[config.mk]
export PLATFORM = sky130hd
export DESIGN_NAME = uart_rx_deserializer_flat
export DESIGN_NICKNAME = d
export VERILOG_FILES = /design/src/rtl/uart_rx_deserializer_pkg.sv /design/src/rtl/uart_rx_deserializer_if.sv /design/src/rtl/uart_rx_deserializer_sampler.sv /design/src/rtl/uart_rx_deserializer.sv /design/src/flat_wrapper.sv
export SDC_FILE = /design/constraint.sdc
export NUM_CORES = 1
export LEC_CHECK = 0
export ABC_AREA = 1
export CORE_MARGIN = 2
export CORE_UTILIZATION = 29
export DETAILED_ROUTE_END_ITERATION = 12
export PLACE_DENSITY_LB_ADDON = 0.25
export SLEW_MARGIN = 20
export SYNTH_ARGS = -nofsm -noshare
export SYNTH_HDL_FRONTEND = slang
export SYNTH_SLANG_ARGS = --single-unit
export TNS_END_PERCENT = 50
[constraint.sdc]
create_clock -name CLK -period 1.9 [get_ports CLK]
set_clock_uncertainty 0.1 [all_clocks]
set_input_delay 0.38 -clock CLK [delete_from_list [all_inputs] [get_ports CLK]]
set_output_delay 0.38 -clock CLK [all_outputs]
set_load 0.005 [all_outputs]
[src/rtl/uart_rx_deserializer_pkg.sv]
// uart_rx_pkg: shared types and helpers for the UART receive deserializer.
//   - rx_state_e          : receive FSM state encoding
//   - SAMPLE_MID          : mid-bit sample point for the default oversample rate
//   - FRAME_BITS_*        : frame length in bits without/with parity
//   - PAR_TYP_*           : PAR_TYP encoding (even/odd)
//   - sample_mid()        : mid-bit sample point for any oversample rate
//   - majority3()         : 2-of-3 vote used on the mid-bit captures
//   - expected_parity()   : parity bit the transmitter should have sent
package uart_rx_pkg;

  typedef enum logic [2:0] {
    ST_IDLE   = 3'd0,
    ST_START  = 3'd1,
    ST_DATA   = 3'd2,
    ST_PARITY = 3'd3,
    ST_STOP   = 3'd4
  } rx_state_e;

  localparam int OVERSAMPLE_DEFAULT = 8;
  localparam int SAMPLE_MID         = OVERSAMPLE_DEFAULT / 2;
  localparam int FRAME_BITS_NOPAR   = 10;
  localparam int FRAME_BITS_PAR     = 11;

  localparam logic PAR_TYP_EVEN = 1'b0;
  localparam logic PAR_TYP_ODD  = 1'b1;

  function automatic int sample_mid(input int os);
    return os / 2;
  endfunction

  function automatic logic majority3(input logic a, input logic b, input logic c);
    return (a & b) | (a & c) | (b & c);
  endfunction

  // Payload is zero-extended by the caller; extra zeros do not change the XOR.
  function automatic logic expected_parity(input logic [31:0] payload, input logic par_typ);
    return (^payload) ^ (par_typ == PAR_TYP_ODD);
  endfunction

endpackage

[src/rtl/uart_rx_deserializer_if.sv]
// uart_rx_deserializer_if: serial line, frame configuration and receive results.
//   RX_IN      : serial line, idle high            (master -> slave)
//   PAR_EN     : frame carries a parity bit        (master -> slave)
//   PAR_TYP    : 0 even, 1 odd parity              (master -> slave)
//   P_DATA     : last good payload                 (slave -> master)
//   data_valid : one-cycle good-frame pulse        (slave -> master)
//   par_err    : one-cycle parity-mismatch pulse   (slave -> master)
//   stop_err   : one-cycle bad-stop-bit pulse      (slave -> master)
interface uart_rx_deserializer_if #(
  parameter int DATA_WIDTH = 8
);
  logic                  RX_IN;
  logic                  PAR_EN;
  logic                  PAR_TYP;
  logic [DATA_WIDTH-1:0] P_DATA;
  logic                  data_valid;
  logic                  par_err;
  logic                  stop_err;

  modport master (
    output RX_IN, PAR_EN, PAR_TYP,
    input  P_DATA, data_valid, par_err, stop_err
  );

  modport slave (
    input  RX_IN, PAR_EN, PAR_TYP,
    output P_DATA, data_valid, par_err, stop_err
  );
endinterface

[src/rtl/uart_rx_deserializer_sampler.sv]
// uart_rx_data_sampler: captures rx_s at the three mid-bit points of every
// bit period and votes them down to one bit value.
//   CLK, RST     : clock, async active-low reset
//   rx_s         : synchronized serial line
//   edge_cnt     : position within the current bit (0..OVERSAMPLE-1)
//   sample_bit   : 2-of-3 majority of the captures
//   sample_ready : high in the cycle sample_bit first reflects this bit
module uart_rx_data_sampler
  import uart_rx_pkg::*;
#(
  parameter int OVERSAMPLE = 8,
  parameter int CNT_W      = $clog2(OVERSAMPLE)
) (
  input  logic             CLK,
  input  logic             RST,
  input  logic             rx_s,
  input  logic [CNT_W-1:0] edge_cnt,
  output logic             sample_bit,
  output logic             sample_ready
);

  localparam int MID = sample_mid(OVERSAMPLE);
  localparam logic [CNT_W-1:0] CAP0  = CNT_W'(MID - 1);
  localparam logic [CNT_W-1:0] CAP1  = CNT_W'(MID);
  localparam logic [CNT_W-1:0] CAP2  = CNT_W'(MID + 1);
  localparam logic [CNT_W-1:0] READY = CNT_W'(MID + 2);

  logic [2:0] samples_r;

  // Three-point capture around the bit centre; idle-high reset value.
  always_ff @(posedge CLK or negedge RST) begin
    if (!RST) begin
      samples_r <= 3'b111;
    end else begin
      case (edge_cnt)
        CAP0:    samples_r[0] <= rx_s;
        CAP1:    samples_r[1] <= rx_s;
        CAP2:    samples_r[2] <= rx_s;
        default: samples_r    <= samples_r;
      endcase
    end
  end

  assign sample_bit   = majority3(samples_r[0], samples_r[1], samples_r[2]);
  assign sample_ready = (edge_cnt == READY);

endmodule

[src/rtl/uart_rx_deserializer.sv]
// uart_rx_deserializer: oversampled UART receiver, LSB-first 8-bit frames with
// optional parity and one stop bit.
//   CLK : clock, all logic on the rising edge
//   RST : asynchronous active-low reset
//   bus : slave side of uart_rx_deserializer_if (RX_IN, PAR_EN, PAR_TYP in;
//         P_DATA, data_valid, par_err, stop_err out, all outputs registered)
module uart_rx_deserializer
  import uart_rx_pkg::*;
#(
  parameter int OVERSAMPLE = 8,
  parameter int DATA_WIDTH = 8
) (
  input  logic                  CLK,
  input  logic                  RST,
  uart_rx_deserializer_if.slave bus
);

  localparam int CNT_W     = $clog2(OVERSAMPLE);
  localparam int BIT_CNT_W = $clog2(DATA_WIDTH + 3);

  localparam logic [CNT_W-1:0]     EDGE_LAST = CNT_W'(OVERSAMPLE - 1);
  localparam logic [CNT_W-1:0]     EDGE_ONE  = CNT_W'(1);
  localparam logic [BIT_CNT_W-1:0] DATA_LAST = BIT_CNT_W'(DATA_WIDTH);
  localparam logic [BIT_CNT_W-1:0] BIT_ONE   = BIT_CNT_W'(1);

  logic                  sync1_r;
  logic                  sync2_r;
  logic                  rx_s;
  rx_state_e             state_r;
  rx_state_e             next_state_s;
  logic [CNT_W-1:0]      edge_cnt_r;
  logic [BIT_CNT_W-1:0]  bit_cnt_r;
  logic [DATA_WIDTH-1:0] shift_r;
  logic                  par_en_r;
  logic                  par_typ_r;
  logic                  par_mismatch_r;
  logic                  stop_bit_r;
  logic [DATA_WIDTH-1:0] p_data_r;
  logic                  data_valid_r;
  logic                  par_err_r;
  logic                  stop_err_r;
  logic                  frame_start_s;
  logic                  frame_done_s;
  logic                  bit_end_s;
  logic                  sample_bit_s;
  logic                  sample_ready_s;

  // Two-flop synchronizer for the asynchronous line, reset to idle-high.
  always_ff @(posedge CLK or negedge RST) begin
    if (!RST) begin
      sync1_r <= 1'b1;
      sync2_r <= 1'b1;
    end else begin
      sync1_r <= bus.RX_IN;
      sync2_r <= sync1_r;
    end
  end

  assign rx_s      = sync2_r;
  assign bit_end_s = (edge_cnt_r == EDGE_LAST);

  uart_rx_data_sampler #(
    .OVERSAMPLE (OVERSAMPLE),
    .CNT_W      (CNT_W)
  ) u_sampler (
    .CLK          (CLK),
    .RST          (RST),
    .rx_s         (rx_s),
    .edge_cnt     (edge_cnt_r),
    .sample_bit   (sample_bit_s),
    .sample_ready (sample_ready_s)
  );

  // FSM state register.
  always_ff @(posedge CLK or negedge RST) begin
    if (!RST) begin
      state_r <= ST_IDLE;
    end else begin
      state_r <= next_state_s;
    end
  end

  // FSM next-state logic and frame start/done strobes.
  always_comb begin
    next_state_s  = state_r;
    frame_start_s = 1'b0;
    frame_done_s  = 1'b0;
    case (state_r)
      ST_IDLE: begin
        if (!rx_s) begin
          next_state_s  = ST_START;
          frame_start_s = 1'b1;
        end else begin
          next_state_s = ST_IDLE;
        end
      end
      ST_START: begin
        // A start bit that votes high was a glitch: abandon it mid-bit.
        if (sample_ready_s && sample_bit_s) begin
          next_state_s = ST_IDLE;
        end else if (bit_end_s) begin
          next_state_s = ST_DATA;
        end else begin
          next_state_s = ST_START;
        end
      end
      ST_DATA: begin
        if (bit_end_s && (bit_cnt_r == DATA_LAST)) begin
          next_state_s = par_en_r ? ST_PARITY : ST_STOP;
        end else begin
          next_state_s = ST_DATA;
        end
      end
      ST_PARITY: begin
        if (bit_end_s) begin
          next_state_s = ST_STOP;
        end else begin
          next_state_s = ST_PARITY;
        end
      end
      ST_STOP: begin
        if (bit_end_s) begin
          next_state_s = ST_IDLE;
          frame_done_s = 1'b1;
        end else begin
          next_state_s = ST_STOP;
        end
      end
      default: begin
        next_state_s = ST_IDLE;
      end
    endcase
  end

  // Bit/edge counters and per-frame configuration latch. The detect cycle is
  // edge 0 of the start bit, so the counter restarts at 1.
  always_ff @(posedge CLK or negedge RST) begin
    if (!RST) begin
      edge_cnt_r <= {CNT_W{1'b0}};
      bit_cnt_r  <= {BIT_CNT_W{1'b0}};
      par_en_r   <= 1'b0;
      par_typ_r  <= 1'b0;
    end else if (frame_start_s) begin
      edge_cnt_r <= EDGE_ONE;
      bit_cnt_r  <= {BIT_CNT_W{1'b0}};
      par_en_r   <= bus.PAR_EN;
      par_typ_r  <= bus.PAR_TYP;
    end else if (state_r == ST_IDLE) begin
      edge_cnt_r <= {CNT_W{1'b0}};
      bit_cnt_r  <= {BIT_CNT_W{1'b0}};
    end else if (bit_end_s) begin
      edge_cnt_r <= {CNT_W{1'b0}};
      bit_cnt_r  <= bit_cnt_r + BIT_ONE;
    end else begin
      edge_cnt_r <= edge_cnt_r + EDGE_ONE;
    end
  end

  // Payload shift register (LSB first), parity check and stop-bit capture.
  // expected_parity takes 32 bits, so DATA_WIDTH must not exceed 32.
  always_ff @(posedge CLK or negedge RST) begin
    if (!RST) begin
      shift_r        <= {DATA_WIDTH{1'b0}};
      par_mismatch_r <= 1'b0;
      stop_bit_r     <= 1'b1;
    end else if (frame_start_s) begin
      par_mismatch_r <= 1'b0;
      stop_bit_r     <= 1'b1;
    end else if (sample_ready_s) begin
      case (state_r)
        ST_DATA:   shift_r        <= {sample_bit_s, shift_r[DATA_WIDTH-1:1]};
        ST_PARITY: par_mismatch_r <= (expected_parity(32'(shift_r), par_typ_r) != sample_bit_s);
        ST_STOP:   stop_bit_r     <= sample_bit_s;
        default:   shift_r        <= shift_r;
      endcase
    end
  end

  // Registered result pulses; P_DATA only moves on a clean frame.
  always_ff @(posedge CLK or negedge RST) begin
    if (!RST) begin
      p_data_r     <= {DATA_WIDTH{1'b0}};
      data_valid_r <= 1'b0;
      par_err_r    <= 1'b0;
      stop_err_r   <= 1'b0;
    end else begin
      data_valid_r <= 1'b0;
      par_err_r    <= 1'b0;
      stop_err_r   <= 1'b0;
      if (frame_done_s) begin
        stop_err_r <= ~stop_bit_r;
        par_err_r  <= par_en_r & par_mismatch_r;
        if (stop_bit_r && !(par_en_r && par_mismatch_r)) begin
          data_valid_r <= 1'b1;
          p_data_r     <= shift_r;
        end
      end
    end
  end

  assign bus.P_DATA     = p_data_r;
  assign bus.data_valid = data_valid_r;
  assign bus.par_err    = par_err_r;
  assign bus.stop_err   = stop_err_r;

endmodule

[src/flat_wrapper.sv]
// flat-port wrapper written by rule: the top's interface ports become plain ports
module uart_rx_deserializer_flat import uart_rx_pkg::*;
#(
  parameter int OVERSAMPLE = 8,
  parameter int DATA_WIDTH = 8
)
  (CLK, RST, bus_RX_IN, bus_PAR_EN, bus_PAR_TYP, bus_P_DATA, bus_data_valid, bus_par_err, bus_stop_err);
  uart_rx_deserializer_if #(.DATA_WIDTH(DATA_WIDTH)) bus_i ();
  input  logic CLK;
  input  logic RST;
  input wire logic [$bits(bus_i.RX_IN)-1:0] bus_RX_IN;
  input wire logic [$bits(bus_i.PAR_EN)-1:0] bus_PAR_EN;
  input wire logic [$bits(bus_i.PAR_TYP)-1:0] bus_PAR_TYP;
  output wire logic [$bits(bus_i.P_DATA)-1:0] bus_P_DATA;
  output wire logic [$bits(bus_i.data_valid)-1:0] bus_data_valid;
  output wire logic [$bits(bus_i.par_err)-1:0] bus_par_err;
  output wire logic [$bits(bus_i.stop_err)-1:0] bus_stop_err;
  assign bus_i.RX_IN = bus_RX_IN;
  assign bus_i.PAR_EN = bus_PAR_EN;
  assign bus_i.PAR_TYP = bus_PAR_TYP;
  assign bus_P_DATA = bus_i.P_DATA;
  assign bus_data_valid = bus_i.data_valid;
  assign bus_par_err = bus_i.par_err;
  assign bus_stop_err = bus_i.stop_err;
  uart_rx_deserializer #(.OVERSAMPLE(OVERSAMPLE), .DATA_WIDTH(DATA_WIDTH)) u_core (.CLK(CLK), .RST(RST), .bus(bus_i));
endmodule
Word-level counts from Yosys, hierarchy flattened
Index checks and enable logic that the tools add are counted.

Add/subtract/negate cells: 2. Equal/unequal tests: 11. Muxes and demuxes: 28. Bitwise logic cells: 9. Reductions and logical operators: 15.

Operator list (count): 32-bit XOR reduction (1); 3-bit 2-to-1 mux (8); 3-bit equality test (second input constant) (5); 1-bit 2-to-1 mux (15); 3-bit case mux with 5 select lines (1); 4-bit 2-to-1 mux (3); 3-bit by 2-bit equality test with 1-bit output (second input constant) (3); 2-bit AND reduction (3); 2-bit nonzero test (3); 4-bit by 1-bit adder with 4-bit output (second input constant) (1); 1-bit bitwise AND (4); 4-bit equality test (second input constant) (1); 1-bit logical AND (4); 3-bit by 1-bit adder with 3-bit output (second input constant) (1); 3-bit by 1-bit equality test with 1-bit output (second input constant) (1); 3-bit logical NOT (1); 3-bit AND reduction (1); 3-bit nonzero test (1); 2-bit 2-to-1 mux (1); 1-bit inverter (2); 1-bit OR (2); 1-bit logical NOT (1); 1-bit inequality test (1); 1-bit XOR (1).

Register bits: 38. Input bits: 5. Output and inout bits: 11. Word-level logic and storage cells: 82.

Longest topological paths before layout
Gate-level depths: netlist of the first run.

Depth in word-level cells: 7. Depth in mapped cells: 10. Depth with buffers taken out: 10.

Modules after synthesis
Synthesis of the first run repeated with hierarchy kept, for this count alone.

Cell total of the unflattened synthesis: 202. Area, all modules: 1794.2 um^2.

By module, submodules not included: uart_rx_deserializer (instances 1, cells an instance 180, area an instance 1625.3 um^2, sequential area each 879.6 um^2); uart_rx_data_sampler (instances 1, cells an instance 22, area an instance 168.9 um^2, sequential area each 78.8 um^2).

Worst setup path after synthesis of the first run
Ideal clock, no wire load.

Path kind: reg-to-reg. Start: register u_core.edge_cnt_r[0]. End: register u_core.p_data_r[6], in the netlist u_core.bus.P_DATA[6]. Arrival: 1342 ps. Required time: 1679 ps. Slack: 337 ps. Cell stages (with the launch flop): 9. Path buffers: 2. Period minus slack after synthesis: 1563 ps. Path through: dfrtp_1 > ha_1 > ha_1 > buf_4 > nand4_4 > nor2_4 > buf_6 > nor2_2 > a21oi_2.

Cells in the longest elaborated chain, start to end: 4.

Ends and longest elaborated chain: start, declared (RTL line uart_rx_deserializer.sv:31) `logic [CNT_W-1:0] edge_cnt_r;`; start signal, assigned (RTL line uart_rx_deserializer.sv:139) `edge_cnt_r <= {CNT_W{1'b0}};`; start signal, assigned (RTL line uart_rx_deserializer.sv:149) `edge_cnt_r <= {CNT_W{1'b0}};`; start signal, assigned (RTL line uart_rx_deserializer.sv:152) `edge_cnt_r <= {CNT_W{1'b0}};`; 3-bit equality test (RTL line uart_rx_deserializer.sv:60) `assign bit_end_s = (edge_cnt_r == EDGE_LAST);`; 1-bit 2-to-1 mux (RTL line uart_rx_deserializer.sv:122) `if (bit_end_s) begin`; 1-bit 2-to-1 mux (RTL line uart_rx_deserializer.sv:88) `case (state_r)`; 2-bit AND reduction (no line); end signal, assigned (RTL line uart_rx_deserializer.sv:182) `p_data_r <= {DATA_WIDTH{1'b0}};`; end signal, assigned (RTL line uart_rx_deserializer.sv:195) `p_data_r <= shift_r;`; end, declared (RTL line uart_rx_deserializer.sv:38) `logic [DATA_WIDTH-1:0] p_data_r;`.

No other way between the ends. A chain may end at the register's enable or synchronous reset.

Final worst setup path of the first run
Start: register u_core.edge_cnt_r[0]. End: register u_core.p_data_r[2], in the netlist u_core.bus.P_DATA[2].

The elaborated chain is that of the path after synthesis.

==> results of run 1 <==
where the power goes:
group | leakage (uW) | switching, uW | internal (uW) | total (uW)
Combinational | 0.000528 | 413 | 241 | 654
Sequential | 0.000499 | 85.1 | 962 | 1050
Clock | 0.0000395 | 270 | 261 | 531
Total | 0.00107 | 768 | 1460 | 2230
repair_timing:
item,in CTS,in global routing
hold buffers,1,0
buffers inserted,0,1
setup endpoints to repair,0,4
hold endpoints to repair,19,0
worst max-delay path, delay by kind of cell (launching register included):
kind,cells,cell delay (ns)
simple gates,3,0.34
fa+ha+maj,2,0.49
buf+inv,1,0.15
compound gates,1,0.12
flops,1,0.39
synth_stat cells (2+ instances only):
| master | n | area [um2] |
|---|---|---|
| a21oi_1 | 13 | 65.1 |
| a31oi_1 | 3 | 18.8 |
| buf_6 | 2 | 22.5 |
| dfrtp_1 | 32 | 801 |
| dfstp_2 | 6 | 158 |
| ha_1 | 8 | 100 |
| inv_1 | 33 | 124 |
| nand2_1 | 61 | 229 |
| nand3_1 | 12 | 60.1 |
| nand4_1 | 2 | 12.5 |
| nor2_1 | 16 | 60.1 |
| nor2_4 | 3 | 33.8 |
| nor3_1 | 3 | 15.0 |
| o21ai_0 | 14 | 70.1 |
final cells by class:
class / instances / area (um2) / area share
multi-input cells: 143 / 736 / 0.334
well taps: 77 / 96.3 / 0.0437
clock buffers: 8 / 80.1 / 0.0363
repair buffers: 20 / 210 / 0.0953
flip-flops and latches: 38 / 958 / 0.435
inverters: 33 / 124 / 0.0562
placed cells by master (no fill, tap or decap), types with 3 or more instances in the layout:
cell,count
dfrtp_1,32
clkdlybuf4s50_1,14
a21oi_1,13
clkbuf_8,5
nor2_4,3
o21ai_0,14
nand3_1,12
ha_1,8
nor2_1,16
nor3_1,3
nand2_1,61
clkbuf_1,3
dfstp_2,6
inv_1,33
a31oi_1,3
metal layers:
metal | vias up | global-route usage | part of all wire
met5 | - | 0 | 0
met3 | 8 | 0.0297 | 0.040
met2 | 23 | 0.169 | 0.47
li1 | 737 | - | -
met4 | 0 | 0.0484 | 0.017
met1 | 657 | 0.135 | 0.48
through the flow:
stage               utilization  setup slack (ns)  std cells  total power (uW)
global route              0.353             0.122        319              2430
finish                    0.353             0.244        319              2230
floorplan                     -             0.337        217              1540
global placement          0.336             0.221        309              1720
CTS                       0.350             0.112        318              2270
detailed placement        0.336             0.130        309              1730
state kept, by name, indices dropped and copies added (netlist names):
signal,count
u_core.bus.P_DATA,8
u_core.shift_r,8
u_core.bit_cnt_r,4
u_core.edge_cnt_r,3
u_core.state_r,3
u_core.u_sampler.samples_r,3
u_core.bus.data_valid,1
u_core.bus.par_err,1
u_core.bus.stop_err,1
u_core.par_en_r,1
u_core.par_mismatch_r,1
u_core.par_typ_r,1
u_core.rx_s,1
u_core.stop_bit_r,1
u_core.sync1_r,1
worst max path at each step:
stage / end / slack [ns] / depth (start not counted)
after floorplan: u_core.bus.P_DATA[6] / 0.34 / 8
after global placement: u_core.bus.P_DATA[1] / 0.22 / 6
after detailed placement: u_core.bus.P_DATA[2] / 0.13 / 6
after CTS: u_core.bus.P_DATA[2] / 0.11 / 6
after global routing: u_core.bus.P_DATA[2] / 0.12 / 7
final: u_core.bus.P_DATA[2] / 0.24 / 7
kinds of logic (layout without fill, tap and decap cells):
| logic type | after synthesis | in the layout | synth area share |
|---|---|---|---|
| and+or+nand+nor | 101 | 101 | 0.244 |
| adders and majority gates | 8 | 8 | 0.0542 |
| AOI/OAI and AO/OA | 34 | 34 | 0.0995 |
| DFF | 38 | 38 | 0.519 |
| buffers and inverters | 36 | 61 | 0.0833 |
==> flow_summary.ini, run 1 <==
[run_status]
status = complete, no violations

[grt]
grt_max_degree = 21
grt_pass1_wl_um = 5980
grt-ovfl-total = 0
grt_pass1_vias = 1348
grtUsageTotal = 0.106
antenna_found_initial = 0

[floorplan]
rows = 29
start_util = 0.296
die_h_um = 83.8
core_area_um2 = 6240
ios = 16
die_area_um2 = 7030
die_w_um = 83.8

[min_path]
hold_class = flop to flop
whs_path_depth = 0
hp-start = u_core.sync1_r
hold_end = u_core.rx_s

[timing]
fin_crit_sh = 0.872
hold_viol_final = 0
slew_violations = 0
setup_violations = 0
max_freq_ghz = 0.604
tns_ns = 0
relSlewSlack = 0.681
finalCriticalPeriod_ns = 1.66
tightest_slew_ns = 0.478
rsz0062_at_grt = false
whs_ns = 0.256

[clock_network]
cts_resized = 0
cts.htree.levels = 2
numCtsBuffers = 5
cts_root_buf = clkbuf_8
cts_tree = built
cts.sinks = 38
clk_path_buf_depth = 2
clkLatencyLatePin_ns = 0.29
clk_pin_slew_worst_paths_ns = 0.07

[setup_path]
cp.required_ns = 2.01
end_kind = flop
reg2reg_from = u_core.edge_cnt_r[0]
rr_endpoint = u_core.bus.P_DATA[2]
crit_chain = ha_1 -> ha_1 -> nand4_4 -> nor2_4 -> buf_12 -> nor2_1 -> a21oi_1
cpPeakStageDelay_ns = 0.39
slowest_stage = dfrtp_1
arrival_ns = 1.77
worst-path-max-fanout = 17
critical_path_class = flop to flop
rr_worst_depth = 7
cp_common_cell = ha_1
worst-r2r-setup-slack_ns = 0.24
start_kind = flop
startpoint = u_core.edge_cnt_r[0]

[drt]
drcViolationCount = 0
ant_nets = 0
routed_wl_um = 3320
vias = 1425
drt_iter0_drc = 42
viasPerCell = 4.47
dr.pass1.iters = 5
routedWlPerCell_um = 10.4

[final_layout]
layout.nets = 254
fillerInstances = 659
design_area_um2 = 2200
synthToLayoutAreaGrowth_pct = 19.3
final_layout_size_suffix_gt1_frac = 0.0909
diodes = 0

[synthesis]
synth_edf_count = 0
yosysWarnings = 0
async_flop_share = 1.00
synthFlopType = dfrtp_1
synth.cell_area_um2 = 1850
synth_area_per_cell_um2 = 8.52
synthCells = 217
ys_types = 23
ys_ff_latch = 38
synth-seq-area-share = 0.519
synthesis.nets = 230

[place]
port_buffers = 15
gp_congestion = 0.790
dp_hpwl_um = 2560
place_area_um2 = 2090

[power_and_ir_drop]
p_per_area_nw_per_um2 = 1010
irDropWorstVdd_mv = 0.431
power.leakage_uw = 0.00107

[job]
maxCapViolations = 0
(Power assumes the default switching activity.)
==> inputs of run 2 (changes only) <==
--- a/config.mk
+++ b/config.mk
@@ -6,6 +6,7 @@
 export NUM_CORES = 1
 export LEC_CHECK = 0
 export ABC_AREA = 1
+export CORE_ASPECT_RATIO = 1.1
 export CORE_MARGIN = 2
 export CORE_UTILIZATION = 29
 export DETAILED_ROUTE_END_ITERATION = 12
@@ -13,5 +14,6 @@
 export SLEW_MARGIN = 20
 export SYNTH_ARGS = -nofsm -noshare
 export SYNTH_HDL_FRONTEND = slang
+export SYNTH_HIERARCHICAL = 1
 export SYNTH_SLANG_ARGS = --single-unit
 export TNS_END_PERCENT = 50
==> run 2 against run 1 <==
  * Total power rose by 5.8%
  * Register-to-register slack barely moved
  * Global-route usage rose by 0.24 points
  * Non-clock buffer count fell by 1
  * Setup slack improved by 0.0041 ns
  * Critical endpoint is now u_core/bus.P_DATA[6]
  * Largest power group unchanged
==> flow_summary.ini, run 2 <==
[place]
gp_congestion = 0.801
port_buffers = 15
dp_hpwl_um = 2410
place_area_um2 = 2040
place_ws_ns = 0.235

[power_and_ir_drop]
power.internal_uw = 1560
p_sw_uw = 805
clkPwrFrac = 0.240
p_sw_frac = 0.341
p_per_area_nw_per_um2 = 1100
power_uw = 2360
pwr-share-seq = 0.468
power.leakage_uw = 0.00104
combPwrFrac = 0.292
irDropWorstVdd_mv = 0.435

[clock_network]
numCtsBuffers = 5
cts_tree = built
clk_pin_slew_worst_paths_ns = 0.07
clk_path_buf_depth = 2
cts.htree.levels = 2
cts_root_buf = clkbuf_8
clkLatencyLatePin_ns = 0.29
cts.sinks = 38
postCtsSetupRepairBufs = 0

[synthesis]
synth_edf_count = 0
yosysWarnings = 6
synthCells = 202
async_flop_share = 1.00
synth_top_cell_area_share = 0.446
synth_area_per_cell_um2 = 8.88
synth_most_common_cell = nand2_1
synthTopCellsByCount = 50 x nand2_1, 32 x dfrtp_1, 27 x inv_1
yosysTopAreaCell = dfrtp_1
synth_area_leaders = dfrtp_1 45%, nand2_1 10%, dfstp_2 8.8%
synthFlopType = dfrtp_1
synth.cell_area_um2 = 1790
ys_ff_latch = 38
ys_types = 26
synthesis.nets = 212
synth-seq-area-share = 0.534

[setup_path]
rr_worst_depth = 5
end_kind = flop
slowest_stage = dfrtp_1
arrival_ns = 1.73
critical_path_class = flop to flop
cp.required_ns = 1.97
worst-path-max-fanout = 7
crit_chain = ha_1 -> ha_1 -> nand2_2 -> nor2_8 -> mux2_2
cp_common_cell = ha_1
worst-r2r-setup-slack_ns = 0.25
reg2reg_from = u_core/edge_cnt_r[1]
rr_endpoint = u_core/bus.P_DATA[6]
start_kind = flop
cpPeakStageDelay_ns = 0.41

[final_layout]
synthToLayoutAreaGrowth_pct = 19.3
postLayoutCoreUtil = 0.352
layout.nets = 235
diodes = 0
design_area_um2 = 2140
fillerInstances = 648
final_layout_size_suffix_gt1_frac = 0.119
layout_commonest_cell = nand2_1
mostFrequentLayoutCells = 50 x nand2_1, 32 x dfrtp_1, 27 x inv_1

[grt]
grt_pass1_vias = 1242
grt_max_degree = 22
grt-ovfl-total = 0
antenna_found_initial = 0
grt_pass1_wl_um = 5660
grtUsageTotal = 0.109

[run_status]
status = complete, no violations

[floorplan]
rows = 30
die_h_um = 86.5
start_util = 0.295
die_area_um2 = 6830
ios = 16
die_w_um = 79.0
core_area_um2 = 6080

[drt]
vias = 1311
drcViolationCount = 0
drt_iter0_drc = 82
viasPerCell = 4.28
ant_nets = 0
routedWlPerCell_um = 10.6
routed_wl_um = 3250
dr.pass1.iters = 4

[job]
maxCapViolations = 0

[timing]
relSlewSlack = 0.703
tightest_slew_ns = 0.445
slew_violations = 0
finalCriticalPeriod_ns = 1.65
setup_violations = 0
max_freq_ghz = 0.605
setup_ws_ns = 0.248
tns_ns = 0
rsz0062_at_grt = false
fin_crit_sh = 0.870
hold_viol_final = 0

[min_path]
whs_path_depth = 0
hp-start = u_core/sync1_r
hold_end = u_core/rx_s
hold_class = flop to flop
run 2: cell count changes after synthesis, moves of 4 or more:
cell,delta
nand2_1,-11
inv_1,-6
nor2_1,+4
o21ai_0,-5
run 2: layer usage:
metal / global-route usage / share of wire / routed length (um) / vias to the layer above
met4: 0.0423 / 0.018 / 57 / 0
met1: 0.139 / 0.47 / 1510 / 608
met5: 0 / 0 / 0 / -
li1: - / - / - / 681
met3: 0.0344 / 0.034 / 112 / 5
met2: 0.172 / 0.48 / 1570 / 17
run 2: power groups by stage:
stage | combinational (uW) | sequential, uW | clock [uW]
after floorplan | 538 | 1100 | 0
after global placement | 694 | 1120 | 0
after detailed placement | 701 | 1120 | 0
after CTS | 705 | 1100 | 594
after global routing | 809 | 1130 | 634
final | 690 | 1100 | 568
run 2: logic make-up after synthesis:
family,after synthesis,share of synthesized area
xor+xnor,5,0.0244
simple gates,94,0.231
buf+inv,31,0.0774
flops,38,0.534
mux,3,0.0209
compound gates,26,0.0774
fa+ha+maj,5,0.0349
run 2: how the worst max path moves through the flow:
stage / start / to / slack (ns) / cells after the start
floorplan: u_core/edge_cnt_r[0] / u_core/bus.P_DATA[4] / 0.28 / 5
global placement: u_core/edge_cnt_r[1] / u_core/bus.P_DATA[6] / 0.30 / 5
detailed placement: u_core/edge_cnt_r[1] / u_core/bus.P_DATA[6] / 0.23 / 5
CTS: u_core/edge_cnt_r[1] / u_core/bus.P_DATA[6] / 0.23 / 5
global route: u_core/edge_cnt_r[1] / u_core/bit_cnt_r[3] / 0.1 / 6
finish: u_core/edge_cnt_r[1] / u_core/bus.P_DATA[6] / 0.25 / 5
run 2: critical path: cells and delay by family (launching register included):
| kind | cells | cell delay (ns) |
|---|---|---|
| DFF | 1 | 0.41 |
| muxes | 1 | 0.34 |
| and+or+nand+nor | 2 | 0.26 |
| adders and majority gates | 2 | 0.42 |
run 2: layout make-up:
cell class              instances  area (um2)  share of cell area
well taps                      80         100              0.0468
repair buffers                 19         190              0.0888
flip-flops and latches         38         958               0.448
inverters                      28         105              0.0491
multi-input cells             133         697               0.326
clock buffers                   8        90.1              0.0421
run 2: what timing repair did:
item,in CTS,in global routing
resized for setup,0,0
endpoints found under the hold margin,14,0
hold buffers,1,0
run 2: per-stage QoR:
stage,hold slack (ns),std cells
floorplan,-0.0156,202
global placement,0.246,297
detailed placement,0.248,297
CTS,0.259,306
global route,0.261,306
finish,0.257,306
